## config.mk

```make
export PLATFORM = sky130hd
export DESIGN_NAME = led_pwm_scheduler_flat
export DESIGN_NICKNAME = d
export VERILOG_FILES = /design/src/rtl/led_pwm_scheduler_if.sv /design/src/rtl/led_pwm_scheduler.sv /design/src/flat_wrapper.sv
export SDC_FILE = /design/constraint.sdc
export NUM_CORES = 1
export LEC_CHECK = 0
export CAP_MARGIN = 10
export CORE_UTILIZATION = 45
export DETAILED_ROUTE_END_ITERATION = 8
export PLACE_DENSITY = 0.64
export REMOVE_ABC_BUFFERS = 1
export SETUP_SLACK_MARGIN = 0.1
export SLEW_MARGIN = 0
export SYNTH_ARGS = -nofsm -noshare
export SYNTH_HDL_FRONTEND = slang
export SYNTH_SLANG_ARGS = --single-unit
```

## constraint.sdc

```tcl
create_clock -name clk -period 6.4 [get_ports clk]
set_input_delay 1.28 -clock clk [delete_from_list [all_inputs] [get_ports clk]]
set_output_delay 1.28 -clock clk [all_outputs]
set_load 0.01 [all_outputs]
```

## src/rtl/led_pwm_scheduler_if.sv

```systemverilog
// Host duty-write handshake between badge top-level logic and led_pwm_scheduler.
// The host side is the master; the scheduler side is the slave and drives wr_ready.
interface led_pwm_scheduler_if #(
  parameter int unsigned PWM_BITS = 8
);
  logic                wr_valid;
  logic                wr_ready;
  logic [3:0]          wr_idx;
  logic [PWM_BITS-1:0] wr_duty;

  modport master (
    output wr_valid,
    output wr_idx,
    output wr_duty,
    input  wr_ready
  );

  modport slave (
    input  wr_valid,
    input  wr_idx,
    input  wr_duty,
    output wr_ready
  );
endinterface

```

## src/rtl/led_pwm_scheduler.sv

```systemverilog
// Per-LED PWM duty owner for the badge ledc pins: host-written (MANUAL) or chase/bounce sequencer.
// Optional macro GAMMA_EN applies a square-law gamma curve to each duty before PWM compare.
module led_pwm_scheduler #(
  parameter int unsigned NUM_LEDS = 11,
  parameter int unsigned PWM_BITS = 8,
  parameter int unsigned TICK_DIV = 2000000
) (
  input  logic                 clk,
  input  logic                 rst,
  input  logic [1:0]           mode,
  input  logic [3:0]           chase_first,
  input  logic [3:0]           chase_last,
  led_pwm_scheduler_if.slave   wr,
  output logic                 step_pulse,
  output logic [3:0]           chase_pos,
  output logic [NUM_LEDS-1:0]  ledc
);

  typedef enum logic [1:0] {
    MODE_OFF    = 2'd0,
    MODE_MANUAL = 2'd1,
    MODE_CHASE  = 2'd2,
    MODE_BOUNCE = 2'd3
  } mode_e;

  typedef enum logic {
    DIR_UP   = 1'b0,
    DIR_DOWN = 1'b1
  } dir_e;

  localparam int unsigned         DIV_W    = (TICK_DIV > 1) ? $clog2(TICK_DIV) : 1;
  localparam logic [DIV_W-1:0]    DIV_LAST = DIV_W'(TICK_DIV - 1);
  localparam logic [PWM_BITS-1:0] DMAX     = '1;
  localparam logic [3:0]          IDX_MAX  = 4'(NUM_LEDS - 1);

  mode_e               mode_cur;
  mode_e               mode_prev;
  dir_e                dir;
  dir_e                dir_nxt;
  logic [3:0]          head;
  logic [3:0]          head_nxt;
  logic [3:0]          first_c;
  logic [3:0]          last_c;
  logic                in_range;
  logic                wr_ready_q;
  logic [DIV_W-1:0]    div_cnt;
  logic [PWM_BITS-1:0] pwm_cnt;
  logic [PWM_BITS-1:0] duty     [NUM_LEDS];
  logic [PWM_BITS-1:0] duty_eff [NUM_LEDS];

  assign wr.wr_ready = wr_ready_q;
  assign chase_pos   = head;

  always_comb begin
    mode_cur = mode_e'(mode);
  end

  always_comb begin
    last_c  = (chase_last > IDX_MAX) ? IDX_MAX : chase_last;
    first_c = (chase_first > last_c) ? last_c : chase_first;
  end

`ifdef GAMMA_EN
  function automatic logic [PWM_BITS-1:0] gamma(input logic [PWM_BITS-1:0] d);
    logic [2*PWM_BITS-1:0] sq;
    sq = (2*PWM_BITS)'(d) * (2*PWM_BITS)'(d) + (2*PWM_BITS)'(DMAX);
    return PWM_BITS'(sq >> PWM_BITS);
  endfunction

  always_comb begin
    for (int unsigned i = 0; i < NUM_LEDS; i++) begin
      duty_eff[i] = gamma(duty[i]);
    end
  end
`else
  always_comb begin
    for (int unsigned i = 0; i < NUM_LEDS; i++) begin
      duty_eff[i] = duty[i];
    end
  end
`endif

  // Next head/direction for a sequencer step; a collapsed or escaped range pins the head to F.
  always_comb begin
    head_nxt = first_c;
    dir_nxt  = DIR_UP;
    in_range = (head >= first_c) && (head <= last_c);
    if (in_range && (first_c != last_c)) begin
      if (mode_cur == MODE_CHASE) begin
        head_nxt = (head >= last_c) ? first_c : head + 4'd1;
      end else if (dir == DIR_UP) begin
        if (head >= last_c) begin
          head_nxt = head - 4'd1;
          dir_nxt  = DIR_DOWN;
        end else begin
          head_nxt = head + 4'd1;
        end
      end else begin
        if (head <= first_c) begin
          head_nxt = head + 4'd1;
        end else begin
          head_nxt = head - 4'd1;
          dir_nxt  = DIR_DOWN;
        end
      end
    end
  end

  always_ff @(posedge clk or posedge rst) begin
    if (rst) begin
      mode_prev  <= MODE_OFF;
      dir        <= DIR_UP;
      head       <= '0;
      wr_ready_q <= 1'b0;
      div_cnt    <= '0;
      step_pulse <= 1'b0;
      pwm_cnt    <= '0;
      ledc       <= '0;
      for (int unsigned i = 0; i < NUM_LEDS; i++) begin
        duty[i] <= '0;
      end
    end else begin
      mode_prev  <= mode_cur;
      wr_ready_q <= (mode_cur == MODE_MANUAL);
      pwm_cnt    <= pwm_cnt + 1'b1;

      if (mode_cur == MODE_OFF) begin
        div_cnt    <= '0;
        step_pulse <= 1'b0;
      end else if (div_cnt == DIV_LAST) begin
        div_cnt    <= '0;
        step_pulse <= 1'b1;
      end else begin
        div_cnt    <= div_cnt + 1'b1;
        step_pulse <= 1'b0;
      end

      for (int unsigned i = 0; i < NUM_LEDS; i++) begin
        ledc[i] <= (duty_eff[i] > pwm_cnt);
      end

      // Priority: mode entry, then sequencer step, then host write.
      if (mode_cur != mode_prev) begin
        case (mode_cur)
          MODE_OFF: begin
            for (int unsigned i = 0; i < NUM_LEDS; i++) begin
              duty[i] <= '0;
            end
          end
          MODE_CHASE, MODE_BOUNCE: begin
            head <= first_c;
            dir  <= DIR_UP;
            for (int unsigned i = 0; i < NUM_LEDS; i++) begin
              duty[i] <= (4'(i) == first_c) ? DMAX : '0;
            end
          end
          default: ;
        endcase
      end else if (step_pulse && ((mode_cur == MODE_CHASE) || (mode_cur == MODE_BOUNCE))) begin
        head <= head_nxt;
        dir  <= dir_nxt;
        for (int unsigned i = 0; i < NUM_LEDS; i++) begin
          duty[i] <= (4'(i) == head_nxt) ? DMAX : (duty[i] >> 1);
        end
      end else if (wr.wr_valid && wr_ready_q) begin
        for (int unsigned i = 0; i < NUM_LEDS; i++) begin
          if (wr.wr_idx == 4'(i)) begin
            duty[i] <= wr.wr_duty;
          end
        end
      end
    end
  end

endmodule

```

## src/flat_wrapper.sv

```systemverilog
// flat-port wrapper written by rule: the top's interface ports become plain ports
module led_pwm_scheduler_flat 
#(
  parameter int unsigned NUM_LEDS = 11,
  parameter int unsigned PWM_BITS = 8,
  parameter int unsigned TICK_DIV = 2000000
)
  (clk, rst, mode, chase_first, chase_last, step_pulse, chase_pos, ledc, wr_wr_valid, wr_wr_idx, wr_wr_duty, wr_wr_ready);
  led_pwm_scheduler_if #(.PWM_BITS(PWM_BITS)) wr_i ();
  input  logic clk;
  input  logic rst;
  input  logic [1:0] mode;
  input  logic [3:0] chase_first;
  input  logic [3:0] chase_last;
  output logic step_pulse;
  output logic [3:0] chase_pos;
  output logic [NUM_LEDS-1:0] ledc;
  input wire logic [$bits(wr_i.wr_valid)-1:0] wr_wr_valid;
  input wire logic [$bits(wr_i.wr_idx)-1:0] wr_wr_idx;
  input wire logic [$bits(wr_i.wr_duty)-1:0] wr_wr_duty;
  output wire logic [$bits(wr_i.wr_ready)-1:0] wr_wr_ready;
  assign wr_i.wr_valid = wr_wr_valid;
  assign wr_i.wr_idx = wr_wr_idx;
  assign wr_i.wr_duty = wr_wr_duty;
  assign wr_wr_ready = wr_i.wr_ready;
  led_pwm_scheduler #(.NUM_LEDS(NUM_LEDS), .PWM_BITS(PWM_BITS), .TICK_DIV(TICK_DIV)) u_core (.clk(clk), .rst(rst), .mode(mode), .chase_first(chase_first), .chase_last(chase_last), .wr(wr_i), .step_pulse(step_pulse), .chase_pos(chase_pos), .ledc(ledc));
endmodule
```

==> results of run 1 <==
[Yosys cell counts (17+ instances only)]
cell / number
clkbuf_1: 20
nand2_1: 61
a211oi_1: 21
nor2b_1: 17
nand3_1: 29
o21ai_0: 22
a21o_1: 29
a21oi_1: 173
nor2_1: 157
ha_1: 100
nand4_1: 22
dfrtp_1: 137
o22a_1: 17
inv_1: 32
[layout make-up]
| type | instances | area [um2] | area share, % |
|---|---|---|---|
| multi-input cells | 807 | 5260 | 51.5 |
| flip-flops and latches | 137 | 3430 | 33.5 |
| repair buffers | 49 | 470 | 4.60 |
| clock buffers | 17 | 425 | 4.16 |
| well taps | 265 | 332 | 3.24 |
| clock inverters | 15 | 175 | 1.71 |
| inverters | 33 | 129 | 1.26 |
[worst register-to-register path, delay by kind of cell, from the launching register on]
family	cells	cell delay, ns
AOI/OAI and AO/OA	5	1.36
adders and majority gates	2	0.74
DFF	1	0.52
and+or+nand+nor	3	0.50
muxes	1	0.39
buffers and inverters	2	0.34
[path summary, 6_finish.rpt]
path | from | to | cells after the start
max | chase_last[2] | u_core.duty[55]$_DFFE_PP0P_ | 20
min | u_core.pwm_cnt[7]$_DFF_PP0_ | u_core.pwm_cnt[7]$_DFF_PP0_ | 1
max reg2reg | u_core.chase_pos[0]$_DFFE_PP0P_ | u_core.duty[20]$_DFFE_PP0P_ | 13
min reg2reg | u_core.pwm_cnt[7]$_DFF_PP0_ | u_core.pwm_cnt[7]$_DFF_PP0_ | 1
max in group asynchronous | rst | u_core.duty[53]$_DFFE_PP0P_ | 3
min in group asynchronous | rst | u_core.div_cnt[15]$_DFF_PP0_ | 2
[cells in the final DEF (no fill, tap or decap), drive strengths merged, types with 5 or more instances in the layout]
master	n
inv	35
o211ai	8
o21ai	23
and3	16
xor2	15
nand4	22
buf	8
clkbuf	17
nand2b	14
nor3	6
clkinv	7
ha	100
nor2	157
a31oi	5
dfrtp	137
nand3	29
nor2b	17
and2	6
o21a	14
a21o	29
o22a	17
a21oi	182
xnor2	16
clkdlybuf4s50	41
nand2	61
a211oi	25
[state kept, by name, indices dropped and copies added, names as in the netlist]
signal,count
u_core.duty,88
u_core.div_cnt,21
u_core.ledc,11
u_core.pwm_cnt,8
u_core.chase_pos,4
u_core.mode_prev,2
u_core.dir,1
u_core.step_pulse,1
u_core.wr.wr_ready,1
[stage by stage]
stage | worst slack [ns] | util (%) | hold slack [ns]
after floorplan | 1.09 | - | 0.446
after global placement | 0.245 | 49.4 | 0.462
after detailed placement | 0.127 | 49.4 | 0.464
after CTS | 0.560 | 52.5 | 0.477
after global routing | 0.121 | 52.5 | 0.514
final | 0.557 | 52.5 | 0.475
[kinds of logic (layout without fill, tap and decap cells)]
kind of cell / Yosys count / in the layout / synth area share (%)
AND/OR/NAND/NOR: 343 / 343 / 17.6
adder cells (fa/ha/maj): 104 / 104 / 14.5
flip-flops: 137 / 137 / 38.4
AO/OA/AOI/OAI: 325 / 325 / 23.3
XOR/XNOR: 31 / 31 / 3.04
multiplexers: 4 / 4 / 0.463
buffers and inverters: 62 / 114 / 2.65
[routing by layer]
metal / vias to the layer above / track usage (%) / wire length, um
met5: - / 0 / 14
met4: 2 / 6.17 / 334
met3: 29 / 3.35 / 898
met2: 148 / 37.8 / 10300
met1: 3735 / 35.1 / 11400
li1: 3723 / - / -
[power by group through the flow]
stage,clock (mW),combinational [mW],sequential (mW)
detailed placement,0,1.07,1.24
global route,1.06,1.22,1.26
finish,1.02,1.07,1.23
CTS,1.03,1.08,1.23
floorplan,0,0.756,1.21
global placement,0,1.05,1.24
[repair_timing]
item	CTS	global route
endpoints found under the setup margin	0	2
endpoints found under the hold margin	0	0
resized for setup	0	1
==> results.ini, run 1 <==
[power_and_ir_drop]
clkPwrFrac_pct=30.6
seq_power_share_pct=37.1
ir_worst_vdd_v=0.000221
p_int_mw=2.15
combPwrFrac_pct=32.3
switchingPower_mw=1.17
power.leakage_nw=4.56
switching_share_pct=35.1
p_total_mw=3.32
powerDensity_nw_per_um2=325

[worst_setup_path]
cp-start-kind=primary input
critPathTopFamily=compound AO/OA/AOI/OAI gates
rrSetupSlack_ns=2.46
path_max_fanout=8
critical_path.max_stage_delay_ns=0.58
cp.arrival_ns=6.19
worstPathCellList=clkdlybuf4s50_1 -> o21ai_0 -> and2_1 -> ha_1 -> nor2_1 -> o2111ai_1 -> and3_1 -> mux2i_1 -> clkinv_1 -> ha_1 -> inv_1 -> nand2_1 -> maj3_1 -> nand4_1 -> a31oi_4 -> nand4_1 -> o21a_1 -> a211oi_2 -> o211ai_2 -> a21oi_1
endpoint_kind=flip-flop
required_ns=6.75
worst-path-buf-inv=3
slowest_stage=clkdlybuf4s50_1
crit_type=in -> reg

[synth]
syn_avg_cell_area_um2=8.87
synth.area.top_cells=dfrtp_1 38%, ha_1 14%, a21oi_1 9.7%
seq_area_frac_synth_pct=38.4
ys_types=56
yosys.area.top_type_share_pct=38.4
synth_area_um2=8920
ys_ff_latch=137
synth_edf_count=0
yosysWarnings=0
synth_top_cell_by_area=dfrtp_1
async_flop_share_pct=100
ys.flop_type=dfrtp_1
synthCells=1006

[worst_hold_path]
hold_path.class=reg -> reg

[cts]
post_cts_buffers=0
cts_tree=yes
holdBufCountCts=0
clockBufferDepth=2
path_clk_slew_ns=0.06
insertion_delay_ns=0.43
cts.sinks=137
htree_levels=4
numCtsBuffers=17
cts_root_buffer=clkbuf_16

[sta]
fin_setup_tns_ns=0
final_max_slew_viol_count=0
worst_pin_slew_ns=0.852
fin_crit_ns=5.84
grt_setup_unrepaired=no
finalCritPeriodShare_pct=91.3
fin_worst_skew_ns=0.00729
setup_viol=0
maxSlewHeadroom_pct=43.2
fmax_mhz=171
finalHoldViolCount=0

[cells_and_area]
fillCellCount=1822
drive_gt1_share_pct=6.05
fin_cells=1323
final_area_um2=10200
nets=1170
synthToLayoutAreaGrowth_pct=14.6
antenna-diode-count=0

[drt]
drc_errors=0
drt_iter0_drc=516
ant_nets=0
vias=7637
detail_route.vias_per_cell=5.77
wl_mm=23.0
wl_per_cell_um=17.4
first_pass_iters=4

[global_route]
grt_pass1_wl_mm=38.3
grt.total_usage_pct=24.2
antenna_found_initial=1
grt-ovfl-total=0
grt_pass1_vias=7333
grt_max_degree=85

[floorplan]
start_util_pct=45.8
die_y_um=143
row_count=51
die_w_um=143
coreArea_um2=19500
die_area_um2=20400
ios=42

[place]
place_inst=1291
place_hpwl_mm=15.7
place_congestion=0.874
io_buffers=41
placed_cell_area_um2=9620

[outcome]
status=completed

[flow_run]
maxCapViolCount=0

Power figures use the tool's default switching activity.
==> run 2, diff against run 1 <==
Settings changed: CTS_BUF_LIST from default to sky130_fd_sc_hd__clkbuf_8, GPL_ROUTABILITY_DRIVEN from default to 0.
Clock period 6.4 ns to 5.5 ns, I/O delays scaled along.
==> run 2 against run 1 <==
  * Non-clock buffer count increased by 47
  * Register-to-register slack got worse by 0.60 ns
  * Hold slack got worse by 0.0034 ns
  * Core utilization increased by 1.0 points
  * Design area increased by 1.9%
  * Die area is the same
  * First-iteration DRC count is 1.4% higher
  * Critical endpoint is now u_core.duty[32]$_DFFE_PP0P_
==> results.ini, run 2 (same netlist as run 1, synthesis figures left out) <==
[outcome]
status=completed

[cts]
clockBufferDepth=2
htree_levels=4
holdBufCountCts=0
insertion_delay_ns=0.48
numCtsBuffers=17
cts_tree=yes
cts_root_buffer=clkbuf_8
path_clk_slew_ns=0.09
cts.sinks=137

[cells_and_area]
nets=1217
layout_common_cells=172 x a21oi_1, 156 x nor2_1, 137 x dfrtp_1, 99 x ha_1, 60 x nand2_1
fin_cells=1370
antenna-diode-count=0
final_area_um2=10400
synthToLayoutAreaGrowth_pct=16.9
max_flop_register=u_core.duty
drive_gt1_share_pct=10.6
largest_reg_flops=88
reg_top3=u_core.duty: 88 flops, u_core.div_cnt: 21 flops, u_core.ledc: 11 flops
mostFrequentLayoutCell=a21oi_1

[global_route]
grt_pass1_vias=7316
grt.total_usage_pct=24.3
grt_max_degree=76
antenna_found_initial=0
grt-ovfl-total=0
grt_pass1_wl_mm=38.1

[drt]
first_pass_iters=5
vias=7706
wl_per_cell_um=16.9
drc_errors=0
ant_nets=0
wl_mm=23.2
drt_iter0_drc=523
detail_route.vias_per_cell=5.62

[floorplan]
die_w_um=143
ios=42
row_count=51
die_area_um2=20400
start_util_pct=45.8
coreArea_um2=19500
die_y_um=143

[sta]
fin_setup_tns_ns=0
grt_setup_unrepaired=no
fin_crit_ns=5.09
fmax_mhz=196
worst_pin_slew_ns=0.845
hold_ws_ns=0.472
finalHoldViolCount=0
setup_viol=0
final_max_slew_viol_count=0
maxSlewHeadroom_pct=43.7
fin_worst_skew_ns=0.0130
finalCritPeriodShare_pct=92.6

[power_and_ir_drop]
power.leakage_nw=4.69
p_total_mw=3.56
powerDensity_nw_per_um2=341
ir_worst_vdd_v=0.000211

[flow_run]
maxCapViolCount=0

[place]
place_inst=1336
place_hpwl_mm=15.9
placed_cell_area_um2=9960
io_buffers=41

[worst_setup_path]
path_max_fanout=8
required_ns=5.84
cp.arrival_ns=5.43
cp-start-kind=primary input
crit_type=in -> reg
endpoint_kind=flip-flop

[worst_hold_path]
hold_path.class=reg -> reg

==> run 2: cell count changes in the layout (fill, tap and decap cells not counted), moves of 3 or more <==
cell,previous run,this run
clkbuf_8,0,17
clkinv_2,5,0
a21oi_4,0,5
bufinv_16,3,0
inv_6,3,8
a21oi_2,9,5
clkbuf_16,17,0
clkinv_4,1,5
buf_4,8,54
==> run 2: report_power, final <==
group | total (mW) | leakage [nW] | switching [mW] | internal (mW)
sequential | 1.43 | 1.69 | 0.195 | 1.23
clock | 0.781 | 0.181 | 0.454 | 0.327
combinational | 1.35 | 2.82 | 0.721 | 0.631
total | 3.56 | 4.69 | 1.37 | 2.19
==> run 2: per-stage QoR <==
stage | setup WS, ns | util (%)
floorplan | 0.374 | -
global placement | -0.105 | 51.2
detailed placement | -0.215 | 51.2
CTS | 0.283 | 53.0
global route | 0.140 | 53.6
finish | 0.410 | 53.6
==> run 2: worst max-delay path, cell delays in order <==
cell and delay [ns]:
clkdlybuf4s50_1 0.47, buf_4 0.11, inv_1 0.05, ha_1 0.33, and3_1 0.18, a311o_1 0.33, and3_1 0.18, buf_4 0.15
o21ai_1 0.14, inv_1 0.08, ha_1 0.31, buf_4 0.15, and2_1 0.17, a32oi_1 0.25, nand4_1 0.20, mux2_2 0.39
a21oi_1 0.26, nor2_1 0.15, a21oi_4 0.32, a21oi_1 0.11
==> run 2: worst paths after layout <==
path | start | to | slack, ns | cells past startpoint
setup / recovery | chase_last[3] | u_core.duty[32]$_DFFE_PP0P_ | 0.41 | 20
hold / removal | u_core.pwm_cnt[7]$_DFF_PP0_ | u_core.pwm_cnt[7]$_DFF_PP0_ | 0.47 | 1
setup reg to reg | u_core.chase_pos[0]$_DFFE_PP0P_ | u_core.duty[32]$_DFFE_PP0P_ | 1.86 | 13
hold reg to reg | u_core.pwm_cnt[7]$_DFF_PP0_ | u_core.pwm_cnt[7]$_DFF_PP0_ | 0.47 | 1
max in group asynchronous | rst | u_core.ledc[1]$_DFF_PP0_ | 3.41 | 3
min in group asynchronous | rst | u_core.div_cnt[19]$_DFF_PP0_ | 1.10 | 2
==> run 2: repair_timing <==
item	in CTS	in global routing
setup endpoints to repair	0	79
resized for setup	0	16
buffers inserted	0	2
==> run 2: routing by layer <==
metal  up-vias  wire, um  part of all wire [%]  global-route usage [%]
met3        23      1050                   4.5                    4.53
met5         -         0                     0                       0
li1       3814         -                     -                       -
met2       165     10300                    44                    37.4
met4         0       303                   1.3                    6.23
met1      3704     11600                    50                    35.0
==> run 2: area by class of cell <==
type | instances | area (um2)
fill | 1814 | 9040
multi-input combinational | 807 | 5340
sequential | 137 | 3430
timing repair buffer | 96 | 827
tap | 265 | 332
clock buffer | 17 | 234
clock inverter | 15 | 131
inverter | 33 | 129
==> run 3, diff against run 2 <==
Settings changed: ABC_AREA from default to 1.
==> run 3 against run 2 <==
  * Critical path type unchanged
  * Clock skew up 0.011 ns
  * Routed wire length is 5.4% higher
  * Via count increased by 6.1%
  * Design area is 1.0% lower
  * Total power is essentially flat
  * First-iteration DRC count grew 2.3%
==> results.ini, run 3 <==
[cts]
holdBufCountCts=0
cts_tree=yes
post_cts_buffers=0
cts_resized=0
clockBufferDepth=2
numCtsBuffers=17
cts_root_buffer=clkbuf_8
insertion_delay_ns=0.49
cts.sinks=137
htree_levels=4
path_clk_slew_ns=0.11

[sta]
final_max_slew_viol_count=0
fin_worst_skew_ns=0.0243
grt_setup_unrepaired=no
hold_ws_ns=0.465
finalCritPeriodShare_pct=82.7
fin_setup_tns_ns=0
worst_pin_slew_ns=1.28
finalHoldViolCount=0
fmax_mhz=220
maxSlewHeadroom_pct=14.3
fin_crit_ns=4.55
setup_viol=0

[global_route]
grt_pass1_vias=7877
antenna_found_initial=0
grt-ovfl-total=0
grt.total_usage_pct=25.6
grt_pass1_wl_mm=40.6
grt_max_degree=68

[power_and_ir_drop]
combPwrFrac_pct=36.6
power.leakage_nw=4.90
switchingPower_mw=1.45
powerDensity_nw_per_um2=345
clkPwrFrac_pct=23.6
ir_worst_vdd_v=0.000219
p_int_mw=2.10
switching_share_pct=40.9
seq_power_share_pct=39.8

[cells_and_area]
mostFrequentLayoutCell=nor2_1
drive_gt1_share_pct=8.01
layout_common_cells=228 x nor2_1, 172 x nand2_1, 158 x a21oi_1, 137 x dfrtp_1, 111 x inv_1
synthToLayoutAreaGrowth_pct=13.1
reg_top3=u_core.duty: 88 flops, u_core.div_cnt: 21 flops, u_core.ledc: 11 flops
largest_reg_flops=88
antenna-diode-count=0
max_flop_register=u_core.duty
nets=1361

[synth]
synth_area_um2=9120
ys_ff_latch=137
synthCells=1175
synth-compound-area-share_pct=16.5
synth_top_family_by_area=simple AND/OR/NAND/NOR gates
ys.flop_type=dfrtp_1
yosysWarnings=0
synth_edf_count=0
ys_types=43
synth.mux.area_fraction_pct=0
synth.area.top_cells=dfrtp_1 38%, ha_1 14%, nor2_1 9.4%
post-synth-top-count-cell=nor2_1
syn_avg_cell_area_um2=7.76
yosys.area.top_type_share_pct=37.6
async_flop_share_pct=100
synth_commonest_cells=229 x nor2_1, 172 x nand2_1, 158 x a21oi_1
seq_area_frac_synth_pct=37.6
synth_xor_area_share_pct=1.44
synth_fa_ha_area_share_pct=13.7
synth_top_cell_by_area=dfrtp_1
synth-simple-area-share_pct=25.3

[place]
io_buffers=41
place_hpwl_mm=16.7

[worst_setup_path]
slowest_stage=clkdlybuf4s50_1
critPathMostFrequentCell=nand2_1
critical_path.max_stage_delay_ns=0.49
worst-path-buf-inv=4
crit_type=in -> reg
required_ns=5.90
path_max_fanout=8
cp.arrival_ns=4.95
critPathTopFamily=simple AND/OR/NAND/NOR gates
endpoint_kind=flip-flop
cp-start-kind=primary input

[drt]
first_pass_iters=5
drt_iter0_drc=535
ant_nets=0
drc_errors=0
wl_mm=24.4
detail_route.vias_per_cell=5.40
wl_per_cell_um=16.1
vias=8174

[floorplan]
die_area_um2=20800
die_w_um=144
row_count=51
start_util_pct=46.4
coreArea_um2=19700
ios=42
die_y_um=144

[flow_run]
maxCapViolCount=0

[worst_hold_path]
hold_path.class=reg -> reg

[outcome]
status=completed

==> run 3: changes by cell type after synthesis, sizes merged, moves of 14 or more <==
cell,change
nand3,+14
nand4,-17
nor2b,-17
nand2b,-14
and3,-16
nor3,+18
inv,+85
a211oi,+21
nand2,+130
a21o,-29
xnor2,-14
nor2,+91
a21oi,-22
o22a,-17
==> run 3: cell type report <==
| cell class | count | area (um2) |
|---|---|---|
| fillers | 1968 | 9340 |
| multi-input cells | 905 | 5200 |
| flip-flops and latches | 137 | 3430 |
| repair buffers | 55 | 515 |
| inverters | 120 | 455 |
| well taps | 265 | 332 |
| clock buffers | 17 | 234 |
| clock inverters | 15 | 149 |
==> run 3: cell families after synthesis <==
| kind of cell | Yosys count |
|---|---|
| AND/OR/NAND/NOR | 527 |
| buffers and inverters | 133 |
| XOR/XNOR | 15 |
| adder cells (fa/ha/maj) | 100 |
| flip-flops | 137 |
| AO/OA/AOI/OAI | 263 |
==> run 3: stage by stage <==
stage	instance area [um2]	setup WS, ns	total power [mW]	cells	utilization, %
floorplan	9070	0.732	2.34	1162	-
global placement	9930	0.699	2.70	1482	50.5
detailed placement	9930	0.525	2.72	1482	50.5
CTS	10300	1.01	3.56	1514	52.5
global route	10300	0.579	3.85	1514	52.5
finish	10300	0.950	3.56	1514	52.5
==> run 3: final timing paths <==
kind	from	to	slack, ns	cells past startpoint
worst max-delay path	chase_last[2]	u_core.duty[40]$_DFFE_PP0P_	0.95	25
worst min-delay path	u_core.div_cnt[0]$_DFF_PP0_	u_core.div_cnt[0]$_DFF_PP0_	0.47	1
worst max register to register	u_core.mode_prev[1]$_DFF_PP0_	u_core.duty[7]$_DFFE_PP0P_	2.41	9
worst min register to register	u_core.div_cnt[0]$_DFF_PP0_	u_core.div_cnt[0]$_DFF_PP0_	0.47	1
max in group asynchronous	rst	u_core.mode_prev[0]$_DFF_PP0_	3.44	3
min in group asynchronous	rst	u_core.pwm_cnt[4]$_DFF_PP0_	1.08	2
==> run 3: power by group through the flow <==
stage	registers, mW	logic (mW)	clock network (mW)
after floorplan	1.40	0.934	0
after global placement	1.43	1.27	0
after detailed placement	1.43	1.29	0
after CTS	1.41	1.30	0.845
after global routing	1.45	1.52	0.889
final	1.41	1.30	0.841
==> run 3: per-layer routing <==
| metal | vias up | wire (um) | track usage, % |
|---|---|---|---|
| met2 | 223 | 11400 | 41.4 |
| met4 | 0 | 449 | 7.31 |
| li1 | 4094 | - | - |
| met3 | 34 | 1180 | 3.94 |
| met1 | 3823 | 11400 | 35.2 |
| met5 | - | 0 | 0 |
